### config.mk
export PLATFORM = sky130hd
export DESIGN_NAME = fetch_unit_flat
export DESIGN_NICKNAME = d
export VERILOG_FILES = /design/src/rtl/fetch_unit_if.sv /design/src/rtl/fetch_unit.sv /design/src/flat_wrapper.sv
export SDC_FILE = /design/constraint.sdc
export NUM_CORES = 1
export LEC_CHECK = 0
export CAP_MARGIN = 40
export CORE_ASPECT_RATIO = 0.75
export CORE_MARGIN = 2
export CORE_UTILIZATION = 41
export CTS_CLUSTER_DIAMETER = 200
export DETAILED_ROUTE_END_ITERATION = 16
export PLACE_DENSITY = 0.8
export SYNTH_ARGS = -nofsm -noshare
export SYNTH_HDL_FRONTEND = slang
export SYNTH_SLANG_ARGS = --single-unit
### constraint.sdc
create_clock -name clk -period 1.8 [get_ports clk]
set_clock_uncertainty 0.1 [all_clocks]
set_input_delay 0.18 -clock clk [delete_from_list [all_inputs] [get_ports clk]]
set_output_delay 0.18 -clock clk [all_outputs]
set_load 0.05 [all_outputs]
### src/rtl/fetch_unit_if.sv
// Instruction-memory request/grant/response bus between the fetch stage and imem.
// The fetch stage is the master: it drives the request and address, and memory answers.
interface fetch_unit_if;
   logic        imem_req;
   logic [31:0] imem_addr;
   logic        imem_gnt;
   logic        imem_rvalid;
   logic [31:0] imem_rdata;

   modport master (
      output imem_req,
      output imem_addr,
      input  imem_gnt,
      input  imem_rvalid,
      input  imem_rdata
   );

   modport slave (
      input  imem_req,
      input  imem_addr,
      output imem_gnt,
      output imem_rvalid,
      output imem_rdata
   );
endinterface

### src/rtl/fetch_unit.sv
// Fetch stage: owns the architectural PC, fetches one instruction per retire over the
// imem handshake, and counts retired instructions. Misaligned targets stop fetch until reset.
module fetch_unit #(
   parameter logic [31:0] RESET_PC = 32'h0000_0000
) (
   input  logic          clk,
   input  logic          rst_n,
   fetch_unit_if.master  imem,
   input  logic [31:0]   i_pc_next,
   input  logic          i_retire,
   output logic [31:0]   o_pc,
   output logic [31:0]   o_instr,
   output logic          o_instr_valid,
   output logic          o_fetch_fault,
   output logic [31:0]   o_instret
);

   typedef enum logic [2:0] {
      S_BOOT  = 3'd0,
      S_REQ   = 3'd1,
      S_WAIT  = 3'd2,
      S_HOLD  = 3'd3,
      S_FAULT = 3'd4
   } state_t;

   state_t      r_state;
   state_t      w_state_next;
   logic [31:0] r_pc;
   logic [31:0] w_pc_next;
   logic [31:0] r_instr;
   logic [31:0] w_instr_next;
   logic [31:0] r_instret;
   logic [31:0] w_instret_next;

   always_ff @(posedge clk or negedge rst_n) begin
      if (!rst_n) begin
         r_state   <= S_BOOT;
         r_pc      <= RESET_PC;
         r_instr   <= 32'h0000_0000;
         r_instret <= 32'h0000_0000;
      end else begin
         r_state   <= w_state_next;
         r_pc      <= w_pc_next;
         r_instr   <= w_instr_next;
         r_instret <= w_instret_next;
      end
   end

   // Retire and rvalid are each honoured in exactly one state, so they never collide.
   always_comb begin
      w_state_next   = r_state;
      w_pc_next      = r_pc;
      w_instr_next   = r_instr;
      w_instret_next = r_instret;
      case (r_state)
         S_BOOT: w_state_next = S_REQ;
         S_REQ: begin
            if (imem.imem_gnt) begin
               w_state_next = S_WAIT;
            end
         end
         S_WAIT: begin
            if (imem.imem_rvalid) begin
               w_instr_next = imem.imem_rdata;
               w_state_next = S_HOLD;
            end
         end
         S_HOLD: begin
            if (i_retire) begin
               w_pc_next      = i_pc_next;
               w_instret_next = r_instret + 32'd1;
               w_state_next   = (i_pc_next[1:0] == 2'b00) ? S_REQ : S_FAULT;
            end
         end
         S_FAULT: w_state_next = S_FAULT;
         default: w_state_next = S_BOOT;
      endcase
   end

   // All outputs come straight from registers: no input-to-output combinational path.
   assign imem.imem_req  = (r_state == S_REQ);
   assign imem.imem_addr = r_pc;
   assign o_pc           = r_pc;
   assign o_instr        = r_instr;
   assign o_instr_valid  = (r_state == S_HOLD);
   assign o_fetch_fault  = (r_state == S_FAULT);
   assign o_instret      = r_instret;

endmodule

### src/flat_wrapper.sv
// flat-port wrapper written by rule: the top's interface ports become plain ports
module fetch_unit_flat 
#(
   parameter logic [31:0] RESET_PC = 32'h0000_0000
)
  (clk, rst_n, i_pc_next, i_retire, o_pc, o_instr, o_instr_valid, o_fetch_fault, o_instret, imem_imem_req, imem_imem_addr, imem_imem_gnt, imem_imem_rvalid, imem_imem_rdata);
  fetch_unit_if imem_i ();
  input  logic clk;
  input  logic rst_n;
  input  logic [31:0] i_pc_next;
  input  logic i_retire;
  output logic [31:0] o_pc;
  output logic [31:0] o_instr;
  output logic o_instr_valid;
  output logic o_fetch_fault;
  output logic [31:0] o_instret;
  output wire logic [$bits(imem_i.imem_req)-1:0] imem_imem_req;
  output wire logic [$bits(imem_i.imem_addr)-1:0] imem_imem_addr;
  input wire logic [$bits(imem_i.imem_gnt)-1:0] imem_imem_gnt;
  input wire logic [$bits(imem_i.imem_rvalid)-1:0] imem_imem_rvalid;
  input wire logic [$bits(imem_i.imem_rdata)-1:0] imem_imem_rdata;
  assign imem_imem_req = imem_i.imem_req;
  assign imem_imem_addr = imem_i.imem_addr;
  assign imem_i.imem_gnt = imem_imem_gnt;
  assign imem_i.imem_rvalid = imem_imem_rvalid;
  assign imem_i.imem_rdata = imem_imem_rdata;
  fetch_unit #(.RESET_PC(RESET_PC)) u_core (.clk(clk), .rst_n(rst_n), .imem(imem_i), .i_pc_next(i_pc_next), .i_retire(i_retire), .o_pc(o_pc), .o_instr(o_instr), .o_instr_valid(o_instr_valid), .o_fetch_fault(o_fetch_fault), .o_instret(o_instret));
endmodule
# Word-level counts from Yosys, hierarchy flattened
# Index checks and enable logic that the tools add are counted.
dict set report classes {
  multipliers 0
  n_addsub 1
  div_mod_pow 0
  n_lt_le_gt_ge 0
  eq_ne 7
  n_reduce_logical 5
  bitwise_logic 0
  n_shift 0
  n_mux 5
}
# op n
set ops {}
lappend ops {{32-bit by 1-bit adder with 32-bit output, second input constant} 1}
lappend ops {{3-bit one-hot mux with 5 select lines} 1}
lappend ops {{3-bit 2-to-1 mux} 4}
lappend ops {{3-bit by 2-bit equality test with 1-bit output, second input constant} 2}
lappend ops {{2-bit != test, second input constant} 2}
lappend ops {{2-bit AND reduction} 2}
lappend ops {{3-bit by 1-bit equality test with 1-bit output, second input constant} 1}
lappend ops {{3-bit equality test, second input constant} 1}
lappend ops {{3-bit logical NOT} 1}
lappend ops {{3-bit AND reduction} 1}
lappend ops {{2-bit logical NOT} 1}
lappend ops {{2-bit by 1-bit != test with 1-bit output, second input constant} 1}
dict set report word_totals {
  ram_bits 0
  out_inout_bits 131
  n_memories 0
  regBits 99
  elab_cells 22
  inputBits 69
  mem_bits_ro 0
  latch_bits 0
}

# Longest topological paths before layout
dict set report depth {
  depth_word 4
  depth_mapped 6
  ltp_nobuf 5
}

# Least setup slack after synthesis
# No wires, ideal clock.
dict set report synth_path {
  kind {reg2reg}
  start {register u_core.r_state[0]}
  end {register u_core.r_state[2]}
  setup_slack_ps -318
  path_stages_with_launch 4
  arrival_time_ps 1948
  period_less_slack_ps 2118
  setup_ps 70
  required_time_ps 1630
  cell_sequence {dfrtp_1 buf_4 nor3b_1 o22a_1}
}
dict set report synth_via {
  word_cells_on_any_way 10
  classes_between {eq/ne: 7; mux: 1; reduce/logical: 2}
}
# item line_no
set synth_rtl {}
lappend synth_rtl {{from (decl)} fetch_unit.sv:26} ;# state_t r_state;
lappend synth_rtl {{from (signal assigned)} fetch_unit.sv:42} ;# r_state <= w_state_next;
lappend synth_rtl {{3-bit equality test} n/a}
lappend synth_rtl {{named net o_fetch_fault} flat_wrapper.sv:15} ;# output logic o_fetch_fault;
lappend synth_rtl {{3-bit one-hot mux with 5 select lines} fetch_unit.sv:55} ;# case (r_state)
# The timed path passes the listed nets, and every way through them passes these cells.
# A chain may end at the register's enable or synchronous reset.

# Worst setup path in the final report
dict set report layout_path {
  start {register u_core.r_instr[29] (netlist: u_core.o_instr[29])}
  end {output o_instr[29]}
}
# item line_no
set layout_rtl {}
lappend layout_rtl {{from (decl)} fetch_unit.sv:30} ;# logic [31:0] r_instr;
lappend layout_rtl {{from (signal assigned)} fetch_unit.sv:44} ;# r_instr <= w_instr_next;
lappend layout_rtl {{to (decl)} flat_wrapper.sv:13} ;# output logic [31:0] o_instr;
# No word-level cell between the ends.

==> impl_metrics.prom <==
# TYPE chip_impl_metric gauge
chip_impl_metric{name="peak_supply_drop",unit="mV"} 1.85
chip_impl_info{name="yosys.area.top_type",value="sky130_fd_sc_hd__dfrtp_1"} 1
chip_impl_metric{name="synth_warnings",unit=""} 0
chip_impl_info{name="cp_slowest_cell",value="sky130_fd_sc_hd__clkdlybuf4s50_1"} 1
chip_impl_metric{name="final.fill_count",unit=""} 817
chip_impl_metric{name="post_synth_edffs",unit=""} 0
chip_impl_metric{name="detailedPlacementHpwl",unit="um"} 7900
chip_impl_info{name="cp-start-kind",value="flip-flop"} 1
chip_impl_metric{name="route.detailed.vias_per_inst",unit=""} 4.78
chip_impl_metric{name="die_width",unit="um"} 122
chip_impl_metric{name="timing_hold_violations_final",unit=""} 0
chip_impl_metric{name="synth-seq-area-share",unit="%"} 57.4
chip_impl_metric{name="grt.overflow.total",unit=""} 0
chip_impl_metric{name="worstSetupPathDepth",unit=""} 1
chip_impl_info{name="endpoint_kind",value="primary output"} 1
chip_impl_metric{name="via_count",unit=""} 3410
chip_impl_metric{name="syn_nets",unit=""} 460
chip_impl_info{name="tritoncts",value="done"} 1
chip_impl_metric{name="slew_viol_final",unit=""} 0
chip_impl_metric{name="seq_area",unit="mm^2"} 0.00249
chip_impl_metric{name="final.period_utilization",unit="%"} 97.8
chip_impl_info{name="ys.flop_type",value="sky130_fd_sc_hd__dfrtp_1"} 1
chip_impl_metric{name="floorplan.core_area",unit="mm^2"} 0.0102
chip_impl_metric{name="worstPathMaxFanout",unit=""} 2
chip_impl_metric{name="wire_per_inst",unit="um"} 15.0
chip_impl_metric{name="cp_num_buf_inv",unit=""} 1
chip_impl_metric{name="timing.critical_path.required",unit="ns"} 1.52
chip_impl_metric{name="routability_congestion_estimate_from_global_placement",unit=""} 0.824
chip_impl_metric{name="total_area_of_multi_input_combinational_cells",unit="mm^2"} 0.00152
chip_impl_metric{name="hold-path-cell-count",unit=""} 3
chip_impl_metric{name="syn_avg_cell_area",unit="um^2"} 11.1
chip_impl_metric{name="fp-row-count",unit=""} 32
chip_impl_metric{name="cap_viol_max_count",unit=""} 0
chip_impl_metric{name="dieArea",unit="mm^2"} 0.0114
chip_impl_metric{name="start_util",unit="%"} 42.1
chip_impl_metric{name="number_of_global_route_vias_before_repair",unit=""} 3252
chip_impl_metric{name="synth_seq_cells",unit=""} 99
chip_impl_metric{name="antenna_left",unit=""} 0
chip_impl_metric{name="placed_cells_incl_taps",unit=""} 697
chip_impl_metric{name="drt_first_pass_iters",unit=""} 4
chip_impl_metric{name="drive_gt1_share",unit="%"} 29.6
chip_impl_info{name="grt_setup_unrepaired",value="no"} 1
chip_impl_metric{name="clkSlewWorstSetupHoldPaths",unit="ns"} 0.07
chip_impl_metric{name="area_growth",unit="%"} 51.6
chip_impl_metric{name="netlist.area_leader.share",unit="%"} 57.4
chip_impl_metric{name="max_stage_delay",unit="ns"} 0.82
chip_impl_metric{name="layoutNonFillerInstCount",unit=""} 714
chip_impl_metric{name="ioPinCount",unit=""} 200
chip_impl_metric{name="cts-root-to-sink-buffers",unit=""} 2
chip_impl_metric{name="worst-slew-pin-transition",unit="ns"} 0.531
chip_impl_metric{name="drt_wl_total",unit="um"} 10700
chip_impl_metric{name="syn_area",unit="mm^2"} 0.00431
chip_impl_info{name="cts_root_buffer",value="sky130_fd_sc_hd__clkbuf_16"} 1
chip_impl_metric{name="drt_iter0_markers",unit=""} 150
chip_impl_info{name="critical_path.cell_chain",value="clkdlybuf4s50_1"} 1
chip_impl_metric{name="r2r_cells",unit=""} 4
chip_impl_metric{name="clkLatencyLatePin",unit="ns"} 0.32
chip_impl_metric{name="netlist_instances",unit=""} 390
chip_impl_metric{name="finalSetupViolations",unit=""} 0
chip_impl_info{name="yosys-top-cells-area",value="sky130_fd_sc_hd__dfrtp_1 (57%), sky130_fd_sc_hd__nand2_1 (9.7%), sky130_fd_sc_hd__mux2_2 (7.8%)"} 1
chip_impl_metric{name="postSynth.asyncResetShare",unit="%"} 100
chip_impl_metric{name="power.density",unit="mW/mm^2"} 1960
chip_impl_info{name="timing.critical_path.max_delay_family",value="buffers and inverters"} 1
chip_impl_metric{name="fmax",unit="GHz"} 0.568
chip_impl_metric{name="numClockSinks",unit=""} 99
chip_impl_metric{name="total_of_buffers_placed_on_input_and_output_ports",unit=""} 199
chip_impl_metric{name="final_net_count",unit=""} 643
chip_impl_metric{name="antenna_cells_inserted",unit=""} 0
chip_impl_metric{name="pin_count_of_the_biggest_net_entering_global_routing",unit=""} 100
chip_impl_metric{name="drt_drc_violations_left",unit=""} 0
chip_impl_info{name="holdCritPathClass",value="in2reg"} 1
chip_impl_metric{name="final_period_minus_worst_setup_slack",unit="ns"} 1.76
chip_impl_info{name="outcome",value="finished, final reports clean"} 1
chip_impl_metric{name="grt_antenna_before_repair",unit=""} 0
chip_impl_metric{name="track_usage",unit="%"} 18.7
chip_impl_metric{name="timing.max_slew.rel_slack",unit="%"} 64.5
chip_impl_metric{name="timing.critical_path.arrival",unit="ns"} 1.48
chip_impl_metric{name="p_leak",unit="uW"} 0.00336
chip_impl_metric{name="die-height",unit="um"} 92.8
chip_impl_info{name="worstSetupPathType",value="reg2out"} 1
chip_impl_metric{name="total_power",unit="uW"} 12800
chip_impl_metric{name="post-cts-setup-buffer-count",unit=""} 0
chip_impl_metric{name="tritoncts.num_buffers",unit=""} 9
chip_impl_metric{name="cts-htree-levels",unit=""} 3
chip_impl_metric{name="synthDistinctLibCells",unit=""} 34
chip_impl_metric{name="grt_first_pass_wirelength",unit="um"} 16600
per-stage QoR:
| stage | hold slack, ns | area, um^2 | util, % | setup WS [ns] | TNS [ns] |
|---|---|---|---|---|---|
| 2_1_floorplan | -0.216 | 4330 | - | 0.0152 | 0 |
| 3_3_place_gp | 0.178 | 6190 | 60.4 | -0.0487 | -1.32 |
| 3_5_place_dp | 0.181 | 6190 | 60.4 | -0.114 | -3.85 |
| 4_1_cts | 0.260 | 6460 | 63.0 | 0.00134 | 0 |
| 5_1_grt | 0.273 | 6540 | 63.8 | 0.00231 | 0 |
| 6_report | 0.277 | 6540 | 63.8 | 0.0398 | 0 |
worst paths after layout:
kind	from	endpoint	slack [ns]
worst max register to register	u_core.r_state[1]	u_core.o_instr[30]	0.10
worst min-delay path	i_pc_next[20]	u_core.imem.imem_addr[20]	0.28
worst min register to register	u_core.o_instret[31]	u_core.o_instret[31]	0.37
max in group asynchronous	rst_n	u_core.o_instret[9]	0.82
worst max-delay path	u_core.o_instr[29]	o_instr[29]	0.04
min in group asynchronous	rst_n	u_core.imem.imem_addr[14]	0.34
cell usage in the layout, fill, tap and decap left out, types with 6 or more instances in the layout:
cell type,instances
sky130_fd_sc_hd__buf_12,6
sky130_fd_sc_hd__buf_4,96
sky130_fd_sc_hd__clkbuf_16,9
sky130_fd_sc_hd__clkdlybuf4s50_1,75
sky130_fd_sc_hd__dfrtp_1,87
sky130_fd_sc_hd__dfrtp_2,12
sky130_fd_sc_hd__dlygate4sd2_1,13
sky130_fd_sc_hd__dlymetal6s2s_1,27
sky130_fd_sc_hd__inv_1,6
sky130_fd_sc_hd__mux2_2,30
sky130_fd_sc_hd__nand2_1,111
sky130_fd_sc_hd__nand3_1,15
sky130_fd_sc_hd__nand4_1,11
sky130_fd_sc_hd__nor2_1,11
sky130_fd_sc_hd__xnor2_1,29
where the power goes:
part           switching, uW  total (uW)  internal, uW
combinational           5040        7460          2410
clock                    799        1740           940
sequential               584        3590          3000
synth_stat cells (2+ instances only):
| master | n |
|---|---|
| sky130_fd_sc_hd__xor2_1 | 2 |
| sky130_fd_sc_hd__mux2_2 | 30 |
| sky130_fd_sc_hd__nand3_1 | 15 |
| sky130_fd_sc_hd__nor2_1 | 13 |
| sky130_fd_sc_hd__nor3b_1 | 2 |
| sky130_fd_sc_hd__xnor2_1 | 29 |
| sky130_fd_sc_hd__inv_1 | 6 |
| sky130_fd_sc_hd__nand4b_1 | 2 |
| sky130_fd_sc_hd__a21oi_1 | 2 |
| sky130_fd_sc_hd__nand2_1 | 111 |
| sky130_fd_sc_hd__buf_4 | 38 |
| sky130_fd_sc_hd__nand4_1 | 11 |
| sky130_fd_sc_hd__nor4_1 | 2 |
| sky130_fd_sc_hd__mux2_1 | 2 |
| sky130_fd_sc_hd__dfrtp_1 | 99 |
| sky130_fd_sc_hd__clkbuf_1 | 7 |
| sky130_fd_sc_hd__or2_2 | 2 |
repair_timing:
action / 4_1_cts / 5_1_grt
endpoints found under the hold margin: 99 / 0
gates resized for setup: 15 / 30
hold buffers: 1 / 0
endpoints found under the setup margin: 17 / 38
sequential cells by signal (all words and copies together), names as in the netlist:
signal / count
u_core.o_instret: 32
u_core.imem.imem_addr: 32
u_core.r_state: 3
u_core.o_instr: 32
logic make-up after synthesis:
kind of cell	count (synthesis)	synth area share, %
mux	33	8.59
flops	99	57.4
xor+xnor	31	6.30
simple gates	168	18.4
fa+ha+maj	1	0.290
compound gates	5	0.870
buf+inv	53	8.12
cell type report:
| class | count | share of cell area (%) |
|---|---|---|
| well taps | 136 | 2.60 |
| multi-input cells | 238 | 23.2 |
| inverters | 6 | 0.344 |
| clock inverters | 6 | 0.651 |
| flip-flops and latches | 99 | 38.1 |
| clock buffers | 10 | 3.50 |
| repair buffers | 219 | 31.6 |
layer usage:
metal	share of wire (%)	wire, um	up-vias	GRT usage, %
met2	48	5130	145	30.6
met1	43	4630	1651	24.9
met3	7.9	843	6	4.86
li1	-	-	1608	-
met4	0.83	89	0	4.31
met5	0	0	-	0
(Power assumes the default switching activity.)
